==> src/rtl/trig_log_pkg.sv <==
// Shared defaults for the trigger event logger and its timestamp FIFO.
package trig_log_pkg;
  localparam int TS_W  = 16;
  localparam int DEPTH = 4;
  localparam int CNT_W = 8;
  localparam int PTR_W = $clog2(DEPTH);
endpackage

==> src/rtl/trig_log_fifo.sv <==
// Show-ahead FIFO: dout is a register that tracks the head and holds its last value once drained.
module trig_log_fifo #(
  parameter int WIDTH   = trig_log_pkg::TS_W,
  parameter int ENTRIES = trig_log_pkg::DEPTH
) (
  input  logic             clk,
  input  logic             rst,
  input  logic             push,
  input  logic             pop,
  input  logic             flush,
  input  logic [WIDTH-1:0] din,
  output logic [WIDTH-1:0] dout,
  output logic             empty,
  output logic             full
);
  localparam int AW = $clog2(ENTRIES);

  logic [WIDTH-1:0] mem [ENTRIES];
  logic [AW:0]      wr_ptr;
  logic [AW:0]      rd_ptr;
  logic [AW:0]      wr_ptr_next;
  logic [AW:0]      rd_ptr_next;
  logic             do_push;
  logic             do_pop;
  logic [WIDTH-1:0] head_next;

  assign empty       = (wr_ptr == rd_ptr);
  assign full        = (wr_ptr[AW] != rd_ptr[AW]) && (wr_ptr[AW-1:0] == rd_ptr[AW-1:0]);
  assign do_pop      = pop & ~empty;
  // A full FIFO still accepts a push when the head leaves in the same cycle.
  assign do_push     = push & (~full | do_pop);
  assign wr_ptr_next = wr_ptr + (AW+1)'(do_push);
  assign rd_ptr_next = rd_ptr + (AW+1)'(do_pop);

  // Next head comes from the incoming word when it lands in the head slot.
  always_comb begin
    head_next = dout;
    if (wr_ptr_next != rd_ptr_next) begin
      if (do_push && (wr_ptr[AW-1:0] == rd_ptr_next[AW-1:0])) begin
        head_next = din;
      end else begin
        head_next = mem[rd_ptr_next[AW-1:0]];
      end
    end
  end

  always_ff @(posedge clk) begin
    if (do_push && !flush) begin
      mem[wr_ptr[AW-1:0]] <= din;
    end
  end

  always_ff @(posedge clk or negedge rst) begin
    if (!rst) begin
      wr_ptr <= '0;
      rd_ptr <= '0;
      dout   <= '0;
    end else if (flush) begin
      wr_ptr <= '0;
      rd_ptr <= '0;
    end else begin
      wr_ptr <= wr_ptr_next;
      rd_ptr <= rd_ptr_next;
      dout   <= head_next;
    end
  end
endmodule

==> src/rtl/trigger_event_logger.sv <==
// Passive monitor: timestamps rising edges of trigger into a FIFO and keeps
// a saturating event count plus sticky overflow and alarm flags.
module trigger_event_logger #(
  parameter int TS_W  = trig_log_pkg::TS_W,
  parameter int DEPTH = trig_log_pkg::DEPTH,
  parameter int CNT_W = trig_log_pkg::CNT_W
) (
  input  logic             clk,
  input  logic             rst,
  input  logic             enable,
  input  logic             trigger,
  input  logic             clear,
  input  logic             rd_en,
  output logic             rd_valid,
  output logic [TS_W-1:0]  rd_data,
  output logic [CNT_W-1:0] event_cnt,
  output logic             overflow,
  output logic             alarm
);
  logic [TS_W-1:0] ts_reg;
  logic            trig_q;
  logic            evt;
  logic            fifo_empty;
  logic            fifo_full;

  assign evt      = enable & trigger & ~trig_q;
  assign rd_valid = ~fifo_empty;

  trig_log_fifo #(
    .WIDTH   (TS_W),
    .ENTRIES (DEPTH)
  ) u_fifo (
    .clk   (clk),
    .rst   (rst),
    .push  (evt),
    .pop   (rd_en),
    .flush (clear),
    .din   (ts_reg),
    .dout  (rd_data),
    .empty (fifo_empty),
    .full  (fifo_full)
  );

  // trig_q follows trigger even while disabled or clearing, so a held level never re-fires.
  always_ff @(posedge clk or negedge rst) begin
    if (!rst) begin
      ts_reg <= '0;
      trig_q <= 1'b0;
    end else begin
      trig_q <= trigger;
      if (enable) begin
        ts_reg <= ts_reg + TS_W'(1);
      end
    end
  end

  always_ff @(posedge clk or negedge rst) begin
    if (!rst) begin
      event_cnt <= '0;
      overflow  <= 1'b0;
      alarm     <= 1'b0;
    end else if (clear) begin
      event_cnt <= '0;
      overflow  <= 1'b0;
      alarm     <= 1'b0;
    end else if (evt) begin
      alarm <= 1'b1;
      if (event_cnt != '1) begin
        event_cnt <= event_cnt + CNT_W'(1);
      end
      if (fifo_full && !(rd_en && !fifo_empty)) begin
        overflow <= 1'b1;
      end
    end
  end
endmodule

==> config.mk <==
export PLATFORM = sky130hd
export DESIGN_NAME = trigger_event_logger
export DESIGN_NICKNAME = d
export VERILOG_FILES = /design/src/rtl/trig_log_pkg.sv /design/src/rtl/trig_log_fifo.sv /design/src/rtl/trigger_event_logger.sv
export SDC_FILE = /design/constraint.sdc
export NUM_CORES = 1
export LEC_CHECK = 0
export CAP_MARGIN = 15
export CORE_MARGIN = 2
export CORE_UTILIZATION = 38
export DETAILED_ROUTE_END_ITERATION = 10
export PLACE_DENSITY = 0.58
export SYNTH_ARGS = -nofsm -noshare
export SYNTH_HDL_FRONTEND = slang
export SYNTH_SLANG_ARGS = --single-unit
==> constraint.sdc <==
create_clock -name clk -period 7.6 [get_ports clk]
set_clock_uncertainty 0.15 [all_clocks]
set_input_delay 1.52 -clock clk [delete_from_list [all_inputs] [get_ports clk]]
set_output_delay 1.52 -clock clk [all_outputs]
set_load 0.005 [all_outputs]
Word-level counts from Yosys, hierarchy flattened
Memories as Yosys holds them, arrays and structs flattened. A register that Yosys moved wholly into a read port is not among the register bits.
Cells that the tools add are included.
{ "op_classes": {"addsub": 4, "mux": 12, "n_eq_ne": 5, "n_reduce_logical": 14, "bitwise_logic": 9} }
{ "ops": {"columns": ["operator", "n"], "rows": [
  ["2-to-1 mux 8 bit", 3],
  ["adder 16 x 1 -> 16 bit (second input constant)", 1],
  ["adder 8 x 1 -> 8 bit (second input constant)", 1],
  ["!= test 8 bit (second input constant)", 1],
  ["2-to-1 mux 1 bit", 7],
  ["adder 3 x 1 -> 3 bit", 2],
  ["2-to-1 mux 3 bit", 2],
  ["AND reduction 2 bit", 3],
  ["nonzero test 2 bit", 3],
  ["bitwise AND 1 bit", 4],
  ["logical AND 1 bit", 4],
  ["logical NOT 1 bit", 4],
  ["inverter 1 bit", 4],
  ["equality test 3 bit", 1],
  ["!= test 3 bit", 1],
  ["equality test 2 bit", 1],
  ["!= test 1 bit", 1],
  ["bitwise OR 1 bit", 1]
]} }
{ "totals": {"inputBits": 6, "reg_bits": 33, "word_cells": 52, "out_inout_bits": 27, "mem_count": 1, "ram_bits": 64} }
{ "memory_table": {"columns": ["name", "words", "width", "read_ports", "rd_clocked_by_memory_dff", "wr", "line_no", "source"], "rows": [
  ["u_fifo.mem", 4, 16, 1, 1, 1, "trig_log_fifo.sv:18", "logic [WIDTH-1:0] mem [ENTRIES];"]
]} }

Longest topological paths before layout
Gate-level depths: netlist (run 1).
{ "depth": {"depth_word": 8, "depth_mapped": 14, "depth_no_buf": 11} }

Hierarchy
From an unflattened synthesis (run 1), not the netlist that was laid out.
{ "hier_totals": {"cells_unflattened": 303, "hier_area_um2": 4752.1} }
{ "modules_own_cells": {"columns": ["module", "n_inst", "seq_area_each_um2", "cells_per_inst", "area_each_um2"], "rows": [
  ["trig_log_fifo", 1, 2472.4, 193, 3503.4],
  ["trigger_event_logger", 1, 675.6, 110, 1248.7]
]} }

Least setup slack after synthesis (run 1)
No wires, ideal clock.
{ "synth_path": {"path_kind": "input to register", "startpoint": "in clear", "endpoint": "mem u_fifo.mem[2][0] in the netlist's numbering (enable)", "required_ns": 7.037, "arrival_ns": 3.477, "path_buffers": 1, "setup_ns": 0.413, "stages": 3, "path_slack_ns": 3.560, "path_cell_list": "clkbuf_1 or3_2 nor3b_1"} }
{ "synth_between": {"elab_chain_len": 4} }
{ "synth_lines": {"columns": ["item", "line_no", "source"], "rows": [
  ["start: declaration", "trigger_event_logger.sv:12", "input logic clear,"],
  ["logical NOT 1 bit", "trig_log_fifo.sv:48", "if (do_push && !flush) begin"],
  ["logical AND 1 bit", "trig_log_fifo.sv:48", null],
  ["2-to-1 mux 1 bit", "trig_log_fifo.sv:48", null],
  ["2-to-1 mux 1 bit (implied by the code)", "trig_log_fifo.sv:49", "mem[wr_ptr[AW-1:0]] <= din;"],
  ["end: declaration", "trig_log_fifo.sv:18", null]
]} }
No other way between the ends.

Final worst setup path (run 1)
{ "layout_path": {"startpoint": "in rd_en", "endpoint": "reg u_fifo.dout[13], read port of u_fifo.mem"} }
{ "layout_between": {"elab_chain_len": 6, "word_cells_on_any_way": 7, "cone_classes": "add/sub (2); eq/ne (1); bitwise (3); reduce/logical (1)"} }
{ "layout_lines": {"columns": ["item", "line_no", "source"], "rows": [
  ["start: declaration", "trigger_event_logger.sv:13", "input logic rd_en,"],
  ["bitwise AND 1 bit *", "trig_log_fifo.sv:29", "assign do_pop = pop & ~empty;"],
  ["bitwise OR 1 bit", "trig_log_fifo.sv:31", "assign do_push = push & (~full | do_pop);"],
  ["bitwise AND 1 bit", "trig_log_fifo.sv:31", null],
  ["adder 3 x 1 -> 3 bit", "trig_log_fifo.sv:32", "assign wr_ptr_next = wr_ptr + (AW+1)'(do_push);"],
  ["!= test 3 bit", "trig_log_fifo.sv:38", "if (wr_ptr_next != rd_ptr_next) begin"],
  ["AND reduction 2 bit (no source line)", null, null],
  ["end: declaration", "trig_log_fifo.sv:12", "output logic [WIDTH-1:0] dout,"]
]} }
Mark *: on every way between the ends. The rest lies on a longest branch, timed or not.
A chain may end at the register's enable or synchronous reset.

==> flow_summary.yaml, run 1 <==
run_status:
  run_status: "finished clean"
setup_path:
  endpoint_kind: "register"
  cp.arrival_ps: 4800
  critical_path.max_fanout: 19
  worst_path_largest_cell_delay_ps: 900
  crit_slowest_cell: "ha_1"
  timing.setup.critical_path_class: "in2reg"
  timing.critical_path.cells: "clkdlybuf4s50_1 > and2_1 > ha_1 > ha_1 > xnor2_1 > nand2_1 > or4_1 > mux2i_1 > a21oi_1"
  most_used_cell_along_the_critical_path: "ha_1"
  worst_path_required_ps: 7720
  crit_path_start_kind: "primary input"
floorplanning:
  rows: 40
  coreArea_sq_um: 11910
  die_width_um: 114.1
  die_y_um: 114.1
  start_util_pct: 38.64
  floorplan.die_area_sq_um: 13010
  io-pin-count: 33
global_route:
  antenna_found_initial: 0
  grt.met1_usage_pct: 19.86
  first_global_vias: 2514
  grt_max_degree: 50
  globalRoute.totalOverflow: 0
  globalRoute.busiestLayer: "met2"
  grt_util_met3_pct: 6.035
  met2_usage_pct: 21.31
  total_routing_usage_gr_pct: 14.53
  first_pass_grt_wire_length_mm: 13.91
clock_network:
  h-tree-depth: 4
  cts_setup_buffers: 0
  insertion_delay_ps: 400
  cts_resized: 0
  cts_num_sinks: 113
  clk_pin_slew_ps: 50
  cts_hold_repair.buffers: 0
  cts_buffers: 17
  cts_tree: "done"
  cts.root.buffer_cell: "clkbuf_16"
  clock_tree.buffer_depth: 2
sta:
  fin_worst_hold_slack_ps: 340.4
  period_share_pct: 61.61
  slew-limit-headroom_pct: 27.77
  drv_slew: 0
  max_clock_freq_mhz: 213.6
  final_hold_viol_count: 0
  setup_violations: 0
  worst-slew-pin-transition_ps: 1083
  rsz0062_at_grt: "false"
  totalNegativeSetupSlack_ps: 0
  period_minus_slack_ps: 4682
logic_synthesis:
  postSynthRegisterBits: 113
  synth.top_cell.area_share_pct: 41.75
  synthTopCellsByArea: "edfxtp_1 (42%), dfrtp_1 (27%), mux4_2 (7.8%), xnor2_1 (4.0%), mux2i_1 (3.7%)"
  synth_compound_gate_area_share_pct: 2.175
  post_synth_inst_count: 295
  synthAdderAreaFrac_pct: 1.631
  yosys_warnings: 0
  synthSimpleGateAreaFrac_pct: 8.209
  yosysUniqueCellTypes: 31
  synthesis.area_sq_um: 4603
  synth_top_cell_by_area: "edfxtp_1"
  synth.mux.area_fraction_pct: 11.77
  synthFlopType: "edfxtp_1"
  async_reset_ff_share_pct: 43.36
  synth_nets: 307
  mean_cell_area_of_the_mapped_netlist_sq_um: 15.60
  synth_top_family_by_area: "multiplexers"
  synth_edf_count: 64
  synth.yosys.seq_area_share_pct: 68.39
  synth-xor-area-share_pct: 6.279
finish:
  final_design_area_no_fill_sq_um: 5694
  layout-drive-gt1-share_pct: 15.67
  finalNetCount: 350
  mostFrequentLayoutCell: "edfxtp_1"
  num_antenna_cells: 0
  mostFrequentLayoutCells: "edfxtp_1 (64), dfrtp_1 (49), nor2_1 (36)"
  layout-area-overhead-vs-synth_pct: 23.70
  number_of_flip_flops_under_the_largest_register_name: 64
placement:
  buffer_ports.inserted: 32
  place.detailed.hpwl_mm: 5.000
  dpl-instance-area_sq_um: 5097
  gpl.final_weighted_congestion: 0.7020
power_and_ir_drop:
  p_sw_uw: 429.1
  cellPowerDensity_nw_per_um2: 322.8
  power.share.clock_pct: 42.9
  vdd_drop_max_mv: 0.1631
  pwr-share-comb_pct: 13.6
  power.share.switching_pct: 23.34
  leakage_uw: 0.002232
  power.sequential.fraction_pct: 43.4
  p_int_uw: 1409
run:
  max_cap_viol_count: 0
route:
  wl_per_cell_um: 17.10
  detail_route.iter0.violations: 185
  drtAntennaViolNets: 0
  routed_wirelength_mm: 8.518
  post-route-drc-count: 0
  route.vias.total: 2519
  first_pass_iters: 4
  viasPerCell: 5.058
hold_path:
  hold_path_class: "reg2reg"
==> per-stage QoR <==
step | power (uW) | util (%) | cells | worst slack (ps)
3_5_place_dp | 1065 | 42.79 | 466 | 2458
6_report | 1838 | 47.80 | 498 | 2918
4_1_cts | 1860 | 47.80 | 498 | 2871
3_3_place_gp | 1061 | 42.79 | 466 | 2500
5_1_grt | 1923 | 47.80 | 498 | 2733
2_1_floorplan | 926.6 | - | 295 | 3560
==> layout make-up <==
type	count	area [sq um]
multi-input combinational	170	1424
sequential	113	3148
timing repair buffer	35	337.8
clock buffer	21	460.4
tap	147	183.9
clock inverter	11	136.4
inverter	1	3.754
fill	1037	6217
==> synthesized netlist by cell type (all sizes together), types with 2 or more instances <==
| cell | n |
|---|---|
| xor2 | 12 |
| and3 | 3 |
| nor2b | 4 |
| nand2 | 11 |
| ha | 6 |
| nand3 | 6 |
| nor3b | 2 |
| nand4 | 6 |
| mux2i | 17 |
| dfrtp | 49 |
| mux4 | 16 |
| nor2 | 36 |
| and2 | 2 |
| clkbuf | 7 |
| a21oi | 17 |
| buf | 4 |
| and4 | 2 |
| xnor2 | 21 |
| edfxtp | 64 |
==> logic make-up after synthesis <==
| logic type | count (synthesis) |
|---|---|
| buffers and inverters | 12 |
| xor gates and xnor gates | 33 |
| DFF | 113 |
| adders and majority gates | 6 |
| and+or+nand+nor | 78 |
| AOI/OAI and AO/OA | 19 |
| muxes | 34 |
==> path summary, 6_finish.rpt <==
check	startpoint	end	slack [ps]	depth (start not counted)
worst min-delay path	overflow	overflow	340	2
worst max-delay path	rd_en	u_fifo.dout[13]	2920	9
min in group asynchronous	rst	event_cnt[3]	1090	2
max in group asynchronous	rst	ts_reg[13]	5760	2
worst min register to register	overflow	overflow	340	2
worst max register to register	u_fifo.wr_ptr[1]	u_fifo.dout[13]	3510	11
==> metal layers <==
metal | part of all wire [%] | vias up | wire [um]
met5 | 0 | - | 0
met4 | 0.76 | 0 | 65
met3 | 4.4 | 9 | 372
met1 | 49 | 1281 | 4182
met2 | 46 | 57 | 3897
li1 | - | 1172 | -
==> worst max-delay path: cells and delay by family <==
family                     cells  cell delay (ps)
and+or+nand+nor                3             1110
adders and majority gates      2             1080
buffers and inverters          1              420
muxes                          1              360
xor gates and xnor gates       1              200
AOI/OAI and AO/OA              1              100
==> power groups by stage <==
stage / Sequential [uW] / Clock (uW) / Combinational [uW]
final: 799 / 789 / 250
after global routing: 810 / 832 / 280
after CTS: 800 / 803 / 257
after detailed placement: 810 / 0 / 255
after global placement: 808 / 0 / 253
after floorplan: 796 / 0 / 131
(Power assumes the default switching activity.)
==> run 2, diff against run 1 <==
clock period = 4.7 ns   (was 7.6 ns; I/O delays follow)
==> flow_summary.yaml, run 2 (synthesis results as in run 1) <==
run_status:
  run_status: "finished clean"
hold_path:
  hold_path_class: "reg2reg"
floorplanning:
  die_width_um: 114.1
  io-pin-count: 33
  floorplan.die_area_sq_um: 13010
  start_util_pct: 38.64
  rows: 40
  die_y_um: 114.1
  coreArea_sq_um: 11910
setup_path:
  worstPathBufferInverterCount: 2
  worst_path_dominant_cell_family: "buffers and inverters"
  worst_path_required_ps: 4870
  critical_path.max_fanout: 32
  path_depth: 11
  regToRegStartpoint: "u_fifo.wr_ptr[1]"
  timing.setup.critical_path_class: "in2reg"
  path_depth_of_the_worst_reg2reg_path: 11
  worst_setup_path_endpoint: "u_fifo.dout[15]"
  first_element_of_the_critical_path: "rd_en"
  timing.critical_path.cells: "clkdlybuf4s50_1 > nor4_1 > nor2_1 > ha_1 > ha_1 > xnor2_1 > xnor2_1 > a31oi_2 > buf_4 > nor2_1 > a21oi_1"
  crit_slowest_cell: "nor4_1"
  cp.arrival_ps: 3470
  crit_path_start_kind: "primary input"
  worst-r2r-setup-slack_ps: 1660
  worstReg2RegEnd: "u_fifo.dout[15]"
  worst_path_largest_cell_delay_ps: 490
  endpoint_kind: "register"
sta:
  totalNegativeSetupSlack_ps: 0
  drv_slew: 0
  period_share_pct: 70.18
  worst-slew-pin-transition_ps: 726.3
  rsz0062_at_grt: "false"
  worst_slack_ps: 1401
  slew-limit-headroom_pct: 50.94
  setup_violations: 0
  period_minus_slack_ps: 3299
  final_hold_viol_count: 0
  max_clock_freq_mhz: 303.2
global_route:
  antenna_found_initial: 0
  first_global_vias: 2492
  total_routing_usage_gr_pct: 14.87
  globalRoute.totalOverflow: 0
  first_pass_grt_wire_length_mm: 13.95
  grt_max_degree: 50
clock_network:
  cts_tree: "done"
  clk_pin_slew_ps: 50
  cts_hold_repair.buffers: 0
  cts_num_sinks: 113
  cts_resized: 0
  cts.root.buffer_cell: "clkbuf_16"
  h-tree-depth: 4
  clock_tree.buffer_depth: 2
  cts_buffers: 17
  cts_setup_buffers: 0
  insertion_delay_ps: 400
finish:
  layout-area-overhead-vs-synth_pct: 23.70
  layout-drive-gt1-share_pct: 16.57
  num_antenna_cells: 0
  finalNetCount: 355
  mostFrequentLayoutCells: "edfxtp_1 (64), dfrtp_1 (49), nor2_1 (36)"
  number_of_flip_flops_under_the_largest_register_name: 64
  mostFrequentLayoutCell: "edfxtp_1"
route:
  viasPerCell: 4.978
  wl_per_cell_um: 17.29
  post-route-drc-count: 0
  route.vias.total: 2504
  drtAntennaViolNets: 0
  detail_route.iter0.violations: 162
  first_pass_iters: 4
  routed_wirelength_mm: 8.696
placement:
  buffer_ports.inserted: 32
  place.detailed.hpwl_mm: 5.112
  gpl.final_weighted_congestion: 0.7217
  place_worst_setup_slack_ps: 1021
power_and_ir_drop:
  vdd_drop_max_mv: 0.2840
  leakage_uw: 0.002252
  cellPowerDensity_nw_per_um2: 516.8
run:
  max_cap_viol_count: 0
run 2: cell types whose count changed in the layout (fill, tap and decap cells not counted), sizes merged:
cell,delta
clkinv,+2
buf,+5
clkbuf,-2
run 2: worst min-delay path, delay by kind of cell, from the launching register on:
family / cells / cell delay, ps
flip-flops: 1 / 340
AND/OR/NAND/NOR: 1 / 80
AO/OA/AOI/OAI: 1 / 40
run 2: layer usage:
metal	share of wire (%)	up-vias	track usage, %
li1	-	1182	-
met1	48	1265	19.74
met2	48	48	22.66
met3	3.6	9	4.764
met4	1.2	0	6.423
met5	0	-	0
run 2: through the flow:
step                util [%]  area (sq um)  hold WS (ps)  instances  power [uW]
floorplan                  -          4603         335.9        295        1498
global placement       42.95          5116         329.7        471        1714
detailed placement     42.95          5116         346.8        471        1725
CTS                    47.80          5694         356.9        503        2986
global route           47.80          5694         380.1        503        3084
finish                 47.80          5694         351.0        503        2943
run 2: worst min-delay path by stage:
stage / startpoint / endpoint / slack (ps) / cells past startpoint
2_1_floorplan: overflow / overflow / 340 / 2
3_3_place_gp: alarm / alarm / 330 / 2
3_5_place_dp: alarm / alarm / 350 / 2
4_1_cts: alarm / alarm / 360 / 2
5_1_grt: alarm / alarm / 380 / 2
6_report: overflow / overflow / 350 / 2
run 2: final cells by class:
class,count,area [sq um]
flip-flops and latches,113,3148
multi-input cells,170,1405
clock buffers,19,432.9
repair buffers,40,375.4
inverters,1,3.754
clock inverters,13,145.1
fillers,1037,6217
well taps,147,183.9
run 2: report_power, final:
part | switching (uW) | internal (uW)
clock network | 423 | 822
registers | 107 | 1180
logic | 165 | 241
total | 695 | 2250
